### config.mk
export PLATFORM = sky130hd
export DESIGN_NAME = rom_switch_ctrl_flat
export DESIGN_NICKNAME = d
export VERILOG_FILES = /design/src/rtl/rom_switch_ctrl_pkg.sv /design/src/rtl/rom_switch_ctrl_if.sv /design/src/rtl/rom_switch_ctrl_btn_debounce.sv /design/src/rtl/rom_switch_ctrl.sv /design/src/flat_wrapper.sv
export SDC_FILE = /design/constraint.sdc
export NUM_CORES = 1
export LEC_CHECK = 0
export BUFFER_PORTS_ARGS = -buffer_cell sky130_fd_sc_hd__buf_4
export CELL_PAD_IN_SITES_DETAIL_PLACEMENT = 1
export CELL_PAD_IN_SITES_GLOBAL_PLACEMENT = 1
export CORE_MARGIN = 4
export CORE_UTILIZATION = 45
export CTS_CLUSTER_SIZE = 14
export DETAILED_ROUTE_END_ITERATION = 12
export PLACE_DENSITY_LB_ADDON = 0.1
export SYNTH_ARGS = -nofsm -noshare
export SYNTH_HDL_FRONTEND = slang
export SYNTH_HIERARCHICAL = 1
export SYNTH_SLANG_ARGS = --single-unit
### constraint.sdc
create_clock -name clock -period 3.4 [get_ports clock]
set_clock_uncertainty 0.15 [all_clocks]
set_input_delay 0.17 -clock clock [delete_from_list [all_inputs] [get_ports clock]]
set_output_delay 0.17 -clock clock [all_outputs]
set_load 0.02 [all_outputs]
### src/rtl/rom_switch_ctrl_pkg.sv
// Shared types and default timing for the runtime ROM selector.
// The optional ROM_SWITCH_REPEAT_EN macro (auto-repeat) is handled in the top module.
package rom_switch_ctrl_pkg;

  typedef enum logic [2:0] {
    ST_IDLE      = 3'd0,
    ST_REQ       = 3'd1,
    ST_WAIT_LOW  = 3'd2,
    ST_WAIT_DONE = 3'd3,
    ST_HOLD      = 3'd4
  } state_t;

  localparam int DEF_IDX_W           = 3;
  localparam int DEF_DEBOUNCE_CYCLES = 131072;
  localparam int DEF_HOLD_CYCLES     = 1024;
  localparam int DEF_WAIT_LOW_MAX    = 16;

  // Counter width able to hold 0..n-1, never narrower than one bit.
  function automatic int cnt_width(input int n);
    return (n > 1) ? $clog2(n) : 1;
  endfunction

endpackage

### src/rtl/rom_switch_ctrl_if.sv
// main_mem side of the ROM selector: reload request, slot index, load status, NES reset hold.
interface rom_switch_ctrl_if
  import rom_switch_ctrl_pkg::*;
#(
  parameter int IDX_W = DEF_IDX_W
);
  logic             load_done;
  logic             reload;
  logic [IDX_W-1:0] rom_index;
  logic             nes_reset_hold;
  logic             busy;

  modport master (
    input  load_done,
    output reload,
    output rom_index,
    output nes_reset_hold,
    output busy
  );

  modport slave (
    output load_done,
    input  reload,
    input  rom_index,
    input  nes_reset_hold,
    input  busy
  );
endinterface

### src/rtl/rom_switch_ctrl_btn_debounce.sv
// One raw active-low button: 2-FF synchroniser followed by a stable-count debouncer.
module btn_debounce
  import rom_switch_ctrl_pkg::*;
#(
  parameter int DEBOUNCE_CYCLES = DEF_DEBOUNCE_CYCLES
)(
  input  logic clock,
  input  logic reset_n,
  input  logic raw,
  output logic stable
);
  localparam int            CW       = cnt_width(DEBOUNCE_CYCLES);
  localparam logic [CW-1:0] CNT_LAST = CW'(DEBOUNCE_CYCLES - 1);

  logic          r_sync1;
  logic          r_sync2;
  logic          r_stable;
  logic [CW-1:0] r_cnt;

  // Any disagreement with the accepted level must persist DEBOUNCE_CYCLES cycles to be taken.
  always_ff @(posedge clock or negedge reset_n) begin
    if (!reset_n) begin
      r_sync1  <= 1'b1;
      r_sync2  <= 1'b1;
      r_stable <= 1'b1;
      r_cnt    <= '0;
    end else begin
      r_sync1 <= raw;
      r_sync2 <= r_sync1;
      if (r_sync2 == r_stable) begin
        r_cnt <= '0;
      end else if (r_cnt == CNT_LAST) begin
        r_stable <= r_sync2;
        r_cnt    <= '0;
      end else begin
        r_cnt <= r_cnt + CW'(1);
      end
    end
  end

  assign stable = r_stable;

endmodule

### src/rtl/rom_switch_ctrl.sv
// Runtime ROM selector: menu+L/R combo steps the ROM index, sequences the main_mem reload
// and holds the NES core in reset until the new image settles. ROM_SWITCH_REPEAT_EN adds auto-repeat.
module rom_switch_ctrl
  import rom_switch_ctrl_pkg::*;
#(
  parameter int IDX_W           = DEF_IDX_W,
  parameter int INIT_INDEX      = 0,
  parameter int DEBOUNCE_CYCLES = DEF_DEBOUNCE_CYCLES,
  parameter int HOLD_CYCLES     = DEF_HOLD_CYCLES,
  parameter int WAIT_LOW_MAX    = DEF_WAIT_LOW_MAX
`ifdef ROM_SWITCH_REPEAT_EN
  ,
  parameter int REPEAT_CYCLES   = 4194304
`endif
)(
  input  logic                clock,
  input  logic                reset_n,
  input  logic                btn_m,
  input  logic                btn_l,
  input  logic                btn_r,
  rom_switch_ctrl_if.master   mem
);
  localparam int             WLW       = cnt_width(WAIT_LOW_MAX);
  localparam int             HW        = cnt_width(HOLD_CYCLES);
  localparam logic [WLW-1:0] WL_LAST   = WLW'(WAIT_LOW_MAX - 1);
  localparam logic [HW-1:0]  HOLD_LAST = HW'(HOLD_CYCLES - 1);

  logic             w_stable_m;
  logic             w_stable_l;
  logic             w_stable_r;
  logic             w_press_l;
  logic             w_press_r;
  logic             w_fire_l;
  logic             w_fire_r;
  logic             r_l_prev;
  logic             r_r_prev;

  state_t           r_state;
  logic             r_reload;
  logic             r_hold;
  logic             r_busy;
  logic [IDX_W-1:0] r_rom_index;
  logic [WLW-1:0]   r_wl_cnt;
  logic [HW-1:0]    r_hold_cnt;

  // Modulo-2**IDX_W step; natural wrap of the IDX_W-bit sum gives 0-1 -> max and max+1 -> 0.
  function automatic logic [IDX_W-1:0] step_index(input logic [IDX_W-1:0] idx, input logic down);
    return down ? (idx - IDX_W'(1)) : (idx + IDX_W'(1));
  endfunction

  btn_debounce #(.DEBOUNCE_CYCLES(DEBOUNCE_CYCLES)) u_deb_m (
    .clock (clock), .reset_n (reset_n), .raw (btn_m), .stable (w_stable_m)
  );
  btn_debounce #(.DEBOUNCE_CYCLES(DEBOUNCE_CYCLES)) u_deb_l (
    .clock (clock), .reset_n (reset_n), .raw (btn_l), .stable (w_stable_l)
  );
  btn_debounce #(.DEBOUNCE_CYCLES(DEBOUNCE_CYCLES)) u_deb_r (
    .clock (clock), .reset_n (reset_n), .raw (btn_r), .stable (w_stable_r)
  );

  always_ff @(posedge clock or negedge reset_n) begin
    if (!reset_n) begin
      r_l_prev <= 1'b1;
      r_r_prev <= 1'b1;
    end else begin
      r_l_prev <= w_stable_l;
      r_r_prev <= w_stable_r;
    end
  end

  // A press counts only while the menu button is already held down.
  assign w_press_l = r_l_prev & ~w_stable_l & ~w_stable_m;
  assign w_press_r = r_r_prev & ~w_stable_r & ~w_stable_m;

`ifdef ROM_SWITCH_REPEAT_EN
  localparam int            RW       = cnt_width(REPEAT_CYCLES);
  localparam logic [RW-1:0] REP_LAST = RW'(REPEAT_CYCLES - 1);

  logic [RW-1:0] r_rep_l;
  logic [RW-1:0] r_rep_r;

  // Counters restart at the press and wrap each time a repeat fires.
  always_ff @(posedge clock or negedge reset_n) begin
    if (!reset_n) begin
      r_rep_l <= '0;
      r_rep_r <= '0;
    end else begin
      if (w_stable_m || w_stable_l || w_press_l || (r_rep_l == REP_LAST)) r_rep_l <= '0;
      else                                                              r_rep_l <= r_rep_l + RW'(1);
      if (w_stable_m || w_stable_r || w_press_r || (r_rep_r == REP_LAST)) r_rep_r <= '0;
      else                                                              r_rep_r <= r_rep_r + RW'(1);
    end
  end

  assign w_fire_l = w_press_l | (~w_stable_m & ~w_stable_l & (r_rep_l == REP_LAST));
  assign w_fire_r = w_press_r | (~w_stable_m & ~w_stable_r & (r_rep_r == REP_LAST));
`else
  assign w_fire_l = w_press_l;
  assign w_fire_r = w_press_r;
`endif

  // Outputs are set for the state being entered, so every output is a plain register.
  always_ff @(posedge clock or negedge reset_n) begin
    if (!reset_n) begin
      r_state     <= ST_WAIT_DONE;
      r_reload    <= 1'b0;
      r_rom_index <= IDX_W'(INIT_INDEX);
      r_hold      <= 1'b1;
      r_busy      <= 1'b1;
      r_wl_cnt    <= '0;
      r_hold_cnt  <= '0;
    end else begin
      r_reload <= 1'b0;
      case (r_state)
        ST_IDLE: begin
          if (w_fire_l ^ w_fire_r) begin
            r_rom_index <= step_index(r_rom_index, w_fire_l);
            r_state     <= ST_REQ;
            r_reload    <= 1'b1;
            r_hold      <= 1'b1;
            r_busy      <= 1'b1;
          end
        end
        ST_REQ: begin
          r_wl_cnt <= '0;
          r_state  <= ST_WAIT_LOW;
        end
        ST_WAIT_LOW: begin
          // main_mem may never drop load_done; the timeout keeps us from stalling here.
          if (!mem.load_done || (r_wl_cnt == WL_LAST)) r_state  <= ST_WAIT_DONE;
          else                                          r_wl_cnt <= r_wl_cnt + WLW'(1);
        end
        ST_WAIT_DONE: begin
          if (mem.load_done) begin
            r_hold_cnt <= '0;
            r_state    <= ST_HOLD;
          end
        end
        ST_HOLD: begin
          if (!mem.load_done) begin
            r_hold_cnt <= '0;
            r_state    <= ST_WAIT_DONE;
          end else if (r_hold_cnt == HOLD_LAST) begin
            r_state <= ST_IDLE;
            r_hold  <= 1'b0;
            r_busy  <= 1'b0;
          end else begin
            r_hold_cnt <= r_hold_cnt + HW'(1);
          end
        end
        default: begin
          r_state <= ST_WAIT_DONE;
          r_hold  <= 1'b1;
          r_busy  <= 1'b1;
        end
      endcase
    end
  end

  assign mem.reload         = r_reload;
  assign mem.rom_index      = r_rom_index;
  assign mem.nes_reset_hold = r_hold;
  assign mem.busy           = r_busy;

endmodule
### src/flat_wrapper.sv
// flat-port wrapper written by rule: the top's interface ports become plain ports
module rom_switch_ctrl_flat import rom_switch_ctrl_pkg::*;
#(
  parameter int IDX_W           = DEF_IDX_W,
  parameter int INIT_INDEX      = 0,
  parameter int DEBOUNCE_CYCLES = DEF_DEBOUNCE_CYCLES,
  parameter int HOLD_CYCLES     = DEF_HOLD_CYCLES,
  parameter int WAIT_LOW_MAX    = DEF_WAIT_LOW_MAX

)
  (clock, reset_n, btn_m, btn_l, btn_r, mem_load_done, mem_reload, mem_rom_index, mem_nes_reset_hold, mem_busy);
  rom_switch_ctrl_if #(.IDX_W(IDX_W)) mem_i ();
  input  logic clock;
  input  logic reset_n;
  input  logic btn_m;
  input  logic btn_l;
  input  logic btn_r;
  input wire logic [$bits(mem_i.load_done)-1:0] mem_load_done;
  output wire logic [$bits(mem_i.reload)-1:0] mem_reload;
  output wire logic [$bits(mem_i.rom_index)-1:0] mem_rom_index;
  output wire logic [$bits(mem_i.nes_reset_hold)-1:0] mem_nes_reset_hold;
  output wire logic [$bits(mem_i.busy)-1:0] mem_busy;
  assign mem_i.load_done = mem_load_done;
  assign mem_reload = mem_i.reload;
  assign mem_rom_index = mem_i.rom_index;
  assign mem_nes_reset_hold = mem_i.nes_reset_hold;
  assign mem_busy = mem_i.busy;
  rom_switch_ctrl #(.IDX_W(IDX_W), .INIT_INDEX(INIT_INDEX), .DEBOUNCE_CYCLES(DEBOUNCE_CYCLES), .HOLD_CYCLES(HOLD_CYCLES), .WAIT_LOW_MAX(WAIT_LOW_MAX)) u_core (.clock(clock), .reset_n(reset_n), .btn_m(btn_m), .btn_l(btn_l), .btn_r(btn_r), .mem(mem_i));
endmodule
==> results of run 1 <==
## metrics by stage
step                      utilization (%)  power, W  worst slack [ns]  cell area [um^2]  cells
after floorplan                         -   0.00133              1.22              4220    399
after global placement               47.4   0.00138             0.932              4360    511
after detailed placement             47.4   0.00139             0.867              4360    511
after CTS                            50.0   0.00212             0.850              4600    532
after global routing                 50.0   0.00220             0.629              4600    532
final                                50.0   0.00209             0.850              4600    532
## cells by family (layout without fill, tap and decap cells)
logic type	after synthesis	in the layout
AOI/OAI and AO/OA	77	77
xor gates and xnor gates	15	15
adders and majority gates	9	9
buffers and inverters	27	49
DFF	84	84
muxes	17	17
and+or+nand+nor	170	170
## metal layers
| layer | share of wire, % | vias to the layer above |
|---|---|---|
| met1 | 47 | 1579 |
| li1 | - | 1512 |
| met3 | 2.5 | 8 |
| met2 | 50 | 26 |
| met4 | 0.97 | 0 |
| met5 | 0 | - |
## cell usage in the layout (no fill, tap or decap), types with 4 or more instances in the layout
cell type      Yosys  routed
and3_1             5       5
or3_1             12      12
and2_1             7       7
nand3b_1          10      10
dfstp_2           14      14
nor2_1            17      17
dfrtp_1           70      70
dlygate4sd3_1      0       5
buf_4              2      13
nand2b_1           7       7
nand3_1           17      17
a21oi_1           31      31
ha_1               8       8
clkbuf_8           0       9
a31oi_1            6       6
or4_1             12      12
o21ai_1            6       6
o211ai_1           4       4
o31ai_1           12      12
nand2_1           26      26
xor2_1             9       9
nor4_1            13      13
inv_1             15      15
xnor2_1            6       6
o21ai_0           11      11
or3b_1            10      10
mux2i_1           14      14
nand4_1           15      15
## report_power, final
| part | switching, W | internal (W) |
|---|---|---|
| Combinational | 0.000132 | 0.0000944 |
| Clock | 0.000378 | 0.000343 |
| Sequential | 0.0000799 | 0.00106 |
## layout make-up
type | count | area [um^2] | area share (%)
inverters | 15 | 56.3 | 1.22
multi-input cells | 288 | 1940 | 42.3
well taps | 111 | 139 | 3.02
flip-flops and latches | 84 | 2120 | 46.1
repair buffers | 18 | 148 | 3.21
clock buffers | 11 | 131 | 2.86
clock inverters | 5 | 61.3 | 1.33
## sequential cells by signal, indices dropped and copies added, names as in the netlist, 3 cells and up
register and flops:
u_core/mem.rom_index 3, u_core/u_deb_l/r_cnt 17, u_core/r_state 3, u_core/r_wl_cnt 4
u_core/u_deb_r/r_cnt 17, u_core/r_hold_cnt 10, u_core/u_deb_m/r_cnt 17
## cells in the mapped netlist, types with 2 or more instances
library cell  instances  area [um^2]
a22oi_1               2         15.0
ha_1                  8          100
or4_1                12         90.1
nand2b_1              7         43.8
inv_1                15         56.3
a31oi_1               6         37.5
nand4_2               3         37.5
buf_6                 5         56.3
and2_1                7         43.8
buf_4                 2         15.0
o211ai_1              4         30.0
o21ai_1               6         30.0
mux2i_1              14          140
nor2_1               17         63.8
nand3_1              17         85.1
nand4_1              15         93.8
nand2_1              26         97.6
nand3_2               3         30.0
nor4_1               13         81.3
a21oi_1              31          155
and3_1                5         31.3
nand2_2               2         12.5
mux2_1                3         33.8
or3b_1               10         87.6
dfrtp_1              70         1750
dfstp_2              14          368
o21ai_0              11         55.1
o31ai_1              12         90.1
xor2_1                9         78.8
nand3b_1             10         75.1
nand4b_1              2         17.5
or3_1                12         75.1
xnor2_1               6         52.6
clkbuf_1              3         11.3
## worst max-delay path: cells and delay by family, from the launching register on
family / cells / cell delay [ns]
simple gates: 5 / 1.33
fa+ha+maj: 2 / 0.53
flops: 1 / 0.40
## worst paths after layout
check                                        start                       to  slack, ns  cells after the start
setup reg to reg           u_core/u_deb_r/r_cnt[0]  u_core/u_deb_r/r_cnt[4]       0.85                      7
hold / removal              u_core/u_deb_l/r_sync1   u_core/u_deb_l/r_sync2       0.21                      0
hold reg to reg             u_core/u_deb_l/r_sync1   u_core/u_deb_l/r_sync2       0.21                      0
min in group asynchronous                  reset_n     u_core/r_hold_cnt[7]       0.35                      2
max in group asynchronous                  reset_n          u_core/r_l_prev       1.93                      3
setup / recovery           u_core/u_deb_r/r_cnt[0]  u_core/u_deb_r/r_cnt[4]       0.85                      7
## timing repair
action | CTS | global route
hold buffers | 5 | 0
endpoints found under the hold margin | 75 | 0
endpoints found under the setup margin | 0 | 0
==> results.sh, run 1 <==
export IMPL_p_leak_nw=1.86
export IMPL_die_width_um=105
export IMPL_grt_pass1_wl_um=14700
export IMPL_hold_class="flip-flop to flip-flop"
export IMPL_synth_seq_cells=84
export IMPL_gr_total_overflow=0
export IMPL_initialDrtViolationCount=38
export IMPL_drt_wl_total_um=8320
export IMPL_synthXorXnorAreaFrac_pct=3.11
export IMPL_top_usage_layer="met2"
export IMPL_netlist_area_um2=4220
export IMPL_cp_slowest_stage_delay_ns=0.50
export IMPL_vias=3125
export IMPL_synth_compound_area_share_pct=11.2
export IMPL_worst_slew_pin_slew_ns=1.02
export IMPL_worstPathArrival_ns=2.62
export IMPL_gr_usage_all_layers_pct=16.2
export IMPL_avgRoutedWirePerCell_um=15.6
export IMPL_cts_inserted_buffers=9
export IMPL_place_hpwl_um=5540
export IMPL_root_buffer="clkbuf_8"
export IMPL_clk_path_buf_depth=2
export IMPL_fill_cells=1021
export IMPL_yosysWarnings=6
export IMPL_cts_resized=0
export IMPL_drv_slew=0
export IMPL_antenna_left=0
export IMPL_cts_clk_slew_worst_paths_ns=0.09
export IMPL_core_um2=9200
export IMPL_drc_errors=0
export IMPL_crit_chain="ha_1, nand4_2, nor4_1, and2_1, ha_1, nand2b_1, nor2_1"
export IMPL_critPathKind="flip-flop to flip-flop"
export IMPL_finalCriticalPeriod_ns=2.55
export IMPL_nets=431
export IMPL_antenna_found_initial=0
export IMPL_setup_worst_path_start_class="flip-flop"
export IMPL_synth_top_family_by_area="simple AND/OR/NAND/NOR gates"
export IMPL_yosys_area_share_simple_pct=24.8
export IMPL_antennaDiodeCount=0
export IMPL_grt_max_degree=81
export IMPL_maxCapViolCount=0
export IMPL_io_buffers=11
export IMPL_yosys_mux_area_fraction_pct=4.12
export IMPL_cts_tree="yes"
export IMPL_synth_fa_ha_area_share_pct=2.85
export IMPL_met1_usage_pct=20.1
export IMPL_syn_inst=399
export IMPL_synth_cell_types=51
export IMPL_irDropWorstVdd_mv=0.200
export IMPL_status="complete, no violations"
export IMPL_ioPinCount=12
export IMPL_first_pass_iters=4
export IMPL_max_freq_ghz=0.392
export IMPL_via_per_inst=5.87
export IMPL_synth_edf_count=0
export IMPL_grt_pass1_vias=3211
export IMPL_cp_required_ns=3.47
export IMPL_p_per_area_nw_per_um2=454
export IMPL_die_y_um=105
export IMPL_clkSinkCount=84
export IMPL_cts_max_level=3
export IMPL_hold_slack_ns=0.209
export IMPL_synth_avg_cell_area_um2=10.6
export IMPL_yosysSeqAreaShare_pct=50.2
export IMPL_post_route_period_util_pct=75.0
export IMPL_post_cts_buffers=0
export IMPL_async_reset_ff_share_pct=100
export IMPL_ys_flop_type="dfrtp_1"
export IMPL_worstSkewPairLatency_ns=0.36
export IMPL_drive_gt1_share_pct=12.8
export IMPL_grt_met2_usage_pct=27.9
export IMPL_synthesis_nets=414
export IMPL_rows=35
export IMPL_start_util_pct=45.9
export IMPL_syn2layout_area_growth_pct=8.92
export IMPL_endpoint_kind="flip-flop"
export IMPL_place_congestion=0.749
export IMPL_slew_headroom_pct=31.7
export IMPL_crit_top_cell="ha_1"
export IMPL_final_hold_viol_count=0
export IMPL_critPathSlowestCell="nand2b_1"
export IMPL_grt_use_met3_pct=4.26
export IMPL_rsz0062_at_grt="false"
export IMPL_fin_tns_setup_ns=0
export IMPL_fp_dieArea_um2=11000
export IMPL_crit_fanout=13
export IMPL_finalSetupViolCount=0
No activity file was read; power rests on OpenSTA's default activity.
==> run 2: changes to the inputs <==
Clock period 3.4 ns to 2.4 ns, I/O delays scaled along.
==> results.sh, run 2 (same netlist as run 1, synthesis figures left out) <==
export IMPL_drv_slew=0
export IMPL_p_total_w=0.00321
export IMPL_worstPathArrival_ns=2.29
export IMPL_irDropWorstVdd_mv=0.323
export IMPL_finalSetupViolCount=0
export IMPL_post_route_period_util_pct=91.9
export IMPL_final_common_cell="dfrtp_1"
export IMPL_worst_slew_pin_slew_ns=0.547
export IMPL_vias=3150
export IMPL_rrSetupSlack_ns=0.19
export IMPL_drive_gt1_share_pct=15.5
export IMPL_root_buffer="clkbuf_8"
export IMPL_via_per_inst=5.81
export IMPL_rows=35
export IMPL_initialDrtViolationCount=57
export IMPL_fin_tns_setup_ns=0
export IMPL_finalNonFillerCells=542
export IMPL_cp_required_ns=2.48
export IMPL_die_y_um=105
export IMPL_drt_wl_total_um=9070
export IMPL_layout_common_cells="dfrtp_1 (70), a21oi_1 (31), nand2_1 (26), buf_4 (22)"
export IMPL_nets=441
export IMPL_drc_errors=0
export IMPL_clk_path_buf_depth=2
export IMPL_maxCapViolCount=0
export IMPL_worstSkewPairLatency_ns=0.36
export IMPL_cts_max_level=3
export IMPL_gr_total_overflow=0
export IMPL_finalCriticalPeriod_ns=2.21
export IMPL_p_per_area_nw_per_um2=677
export IMPL_clkSinkCount=84
export IMPL_avgRoutedWirePerCell_um=16.7
export IMPL_core_um2=9200
export IMPL_final_core_util_pct=51.6
export IMPL_rsz0062_at_grt="false"
export IMPL_antenna_found_initial=0
export IMPL_start_util_pct=45.9
export IMPL_crit_fanout=13
export IMPL_setup_worst_path_start_class="flip-flop"
export IMPL_hold_class="input port to async pin"
export IMPL_grt_max_degree=59
export IMPL_place_hpwl_um=6050
export IMPL_status="complete, no violations"
export IMPL_syn2layout_area_growth_pct=12.4
export IMPL_cts_clk_slew_worst_paths_ns=0.09
export IMPL_cts_tree="yes"
export IMPL_die_width_um=105
export IMPL_cts_inserted_buffers=9
export IMPL_first_pass_iters=4
export IMPL_place_ws_ns=0.194
export IMPL_place_inst=521
export IMPL_post_cts_buffers=0
export IMPL_final_hold_viol_count=0
export IMPL_grt_pass1_vias=3355
export IMPL_p_leak_nw=1.94
export IMPL_endpoint_kind="flip-flop"
export IMPL_fp_dieArea_um2=11000
export IMPL_gr_usage_all_layers_pct=17.5
export IMPL_ioPinCount=12
export IMPL_top_regs="u_core/u_deb_l/r_cnt: 17 flops, u_core/u_deb_m/r_cnt: 17 flops, u_core/u_deb_r/r_cnt: 17 flops"
export IMPL_antenna_left=0
export IMPL_max_freq_ghz=0.453
export IMPL_critPathKind="flip-flop to flip-flop"
export IMPL_antennaDiodeCount=0
export IMPL_place_congestion=0.752
export IMPL_fin_ws_ns=0.194
export IMPL_grt_pass1_wl_um=15900
export IMPL_slew_headroom_pct=63.4
export IMPL_io_buffers=11
run 2: cell types whose count changed in the layout (fill, tap and decap cells not counted), sizes merged:
cell | previous run | this run
buf | 13 | 23
bufinv | 1 | 3
clkinv | 0 | 2
clkinvlp | 3 | 1
clkbuf | 11 | 10
inv | 16 | 15
run 2: worst paths after layout:
kind / to / cells past startpoint / startpoint
worst min register to register: u_core/u_deb_l/r_sync2 / 0 / u_core/u_deb_l/r_sync1
max in group asynchronous: u_core/u_deb_l/stable / 3 / reset_n
worst max-delay path: u_core/u_deb_l/r_cnt[11] / 8 / u_core/u_deb_l/r_cnt[0]
worst min-delay path: u_core/r_hold_cnt[9] / 2 / reset_n
worst max register to register: u_core/u_deb_l/r_cnt[11] / 8 / u_core/u_deb_l/r_cnt[0]
min in group clock: u_core/u_deb_l/r_sync2 / 0 / u_core/u_deb_l/r_sync1
run 2: metrics by stage:
| step | hold WS [ns] | instance area, um^2 |
|---|---|---|
| 2_1_floorplan | -0.326 | 4220 |
| 3_3_place_gp | -0.0834 | 4440 |
| 3_5_place_dp | -0.0825 | 4440 |
| 4_1_cts | 0.0642 | 4740 |
| 5_1_grt | 0.0808 | 4740 |
| 6_report | 0.0720 | 4740 |
run 2: timing repair:
action	4_1_cts	5_1_grt
hold buffers	5	0
hold endpoints to repair	77	0
endpoints found under the setup margin	0	6
gates resized for setup	0	1
run 2: cell type report:
class / instances / area, um^2
clock buffer: 10 / 138
sequential: 84 / 2120
inverter: 15 / 56.3
tap: 111 / 139
fill: 1021 / 4450
multi-input combinational: 288 / 1950
clock inverter: 6 / 111
timing repair buffer: 28 / 235
run 2: critical path: stages (launching register included):
cell and delay, ns:
dfrtp_1 0.40, ha_1 0.26, nand4_2 0.13, nor4_1 0.27, and2_1 0.17, ha_1 0.29, nand2b_1 0.15, buf_4 0.20
a21oi_1 0.06
run 2: metal layers:
layer  GRT usage [%]  routed length [um]  vias to the layer above
met1            22.2                4180                     1593
met4            6.28                 121                        0
met5               0                   0                        -
met3            2.84                 136                       10
li1                -                   -                     1529
met2            30.2                4630                       18
run 2: power breakdown:
part	total [W]	switching (W)	internal, W	leakage, nW
Clock	0.00126	0.000543	0.000720	0.122
Combinational	0.000327	0.000188	0.000139	0.702
Sequential	0.00162	0.000115	0.00150	1.11
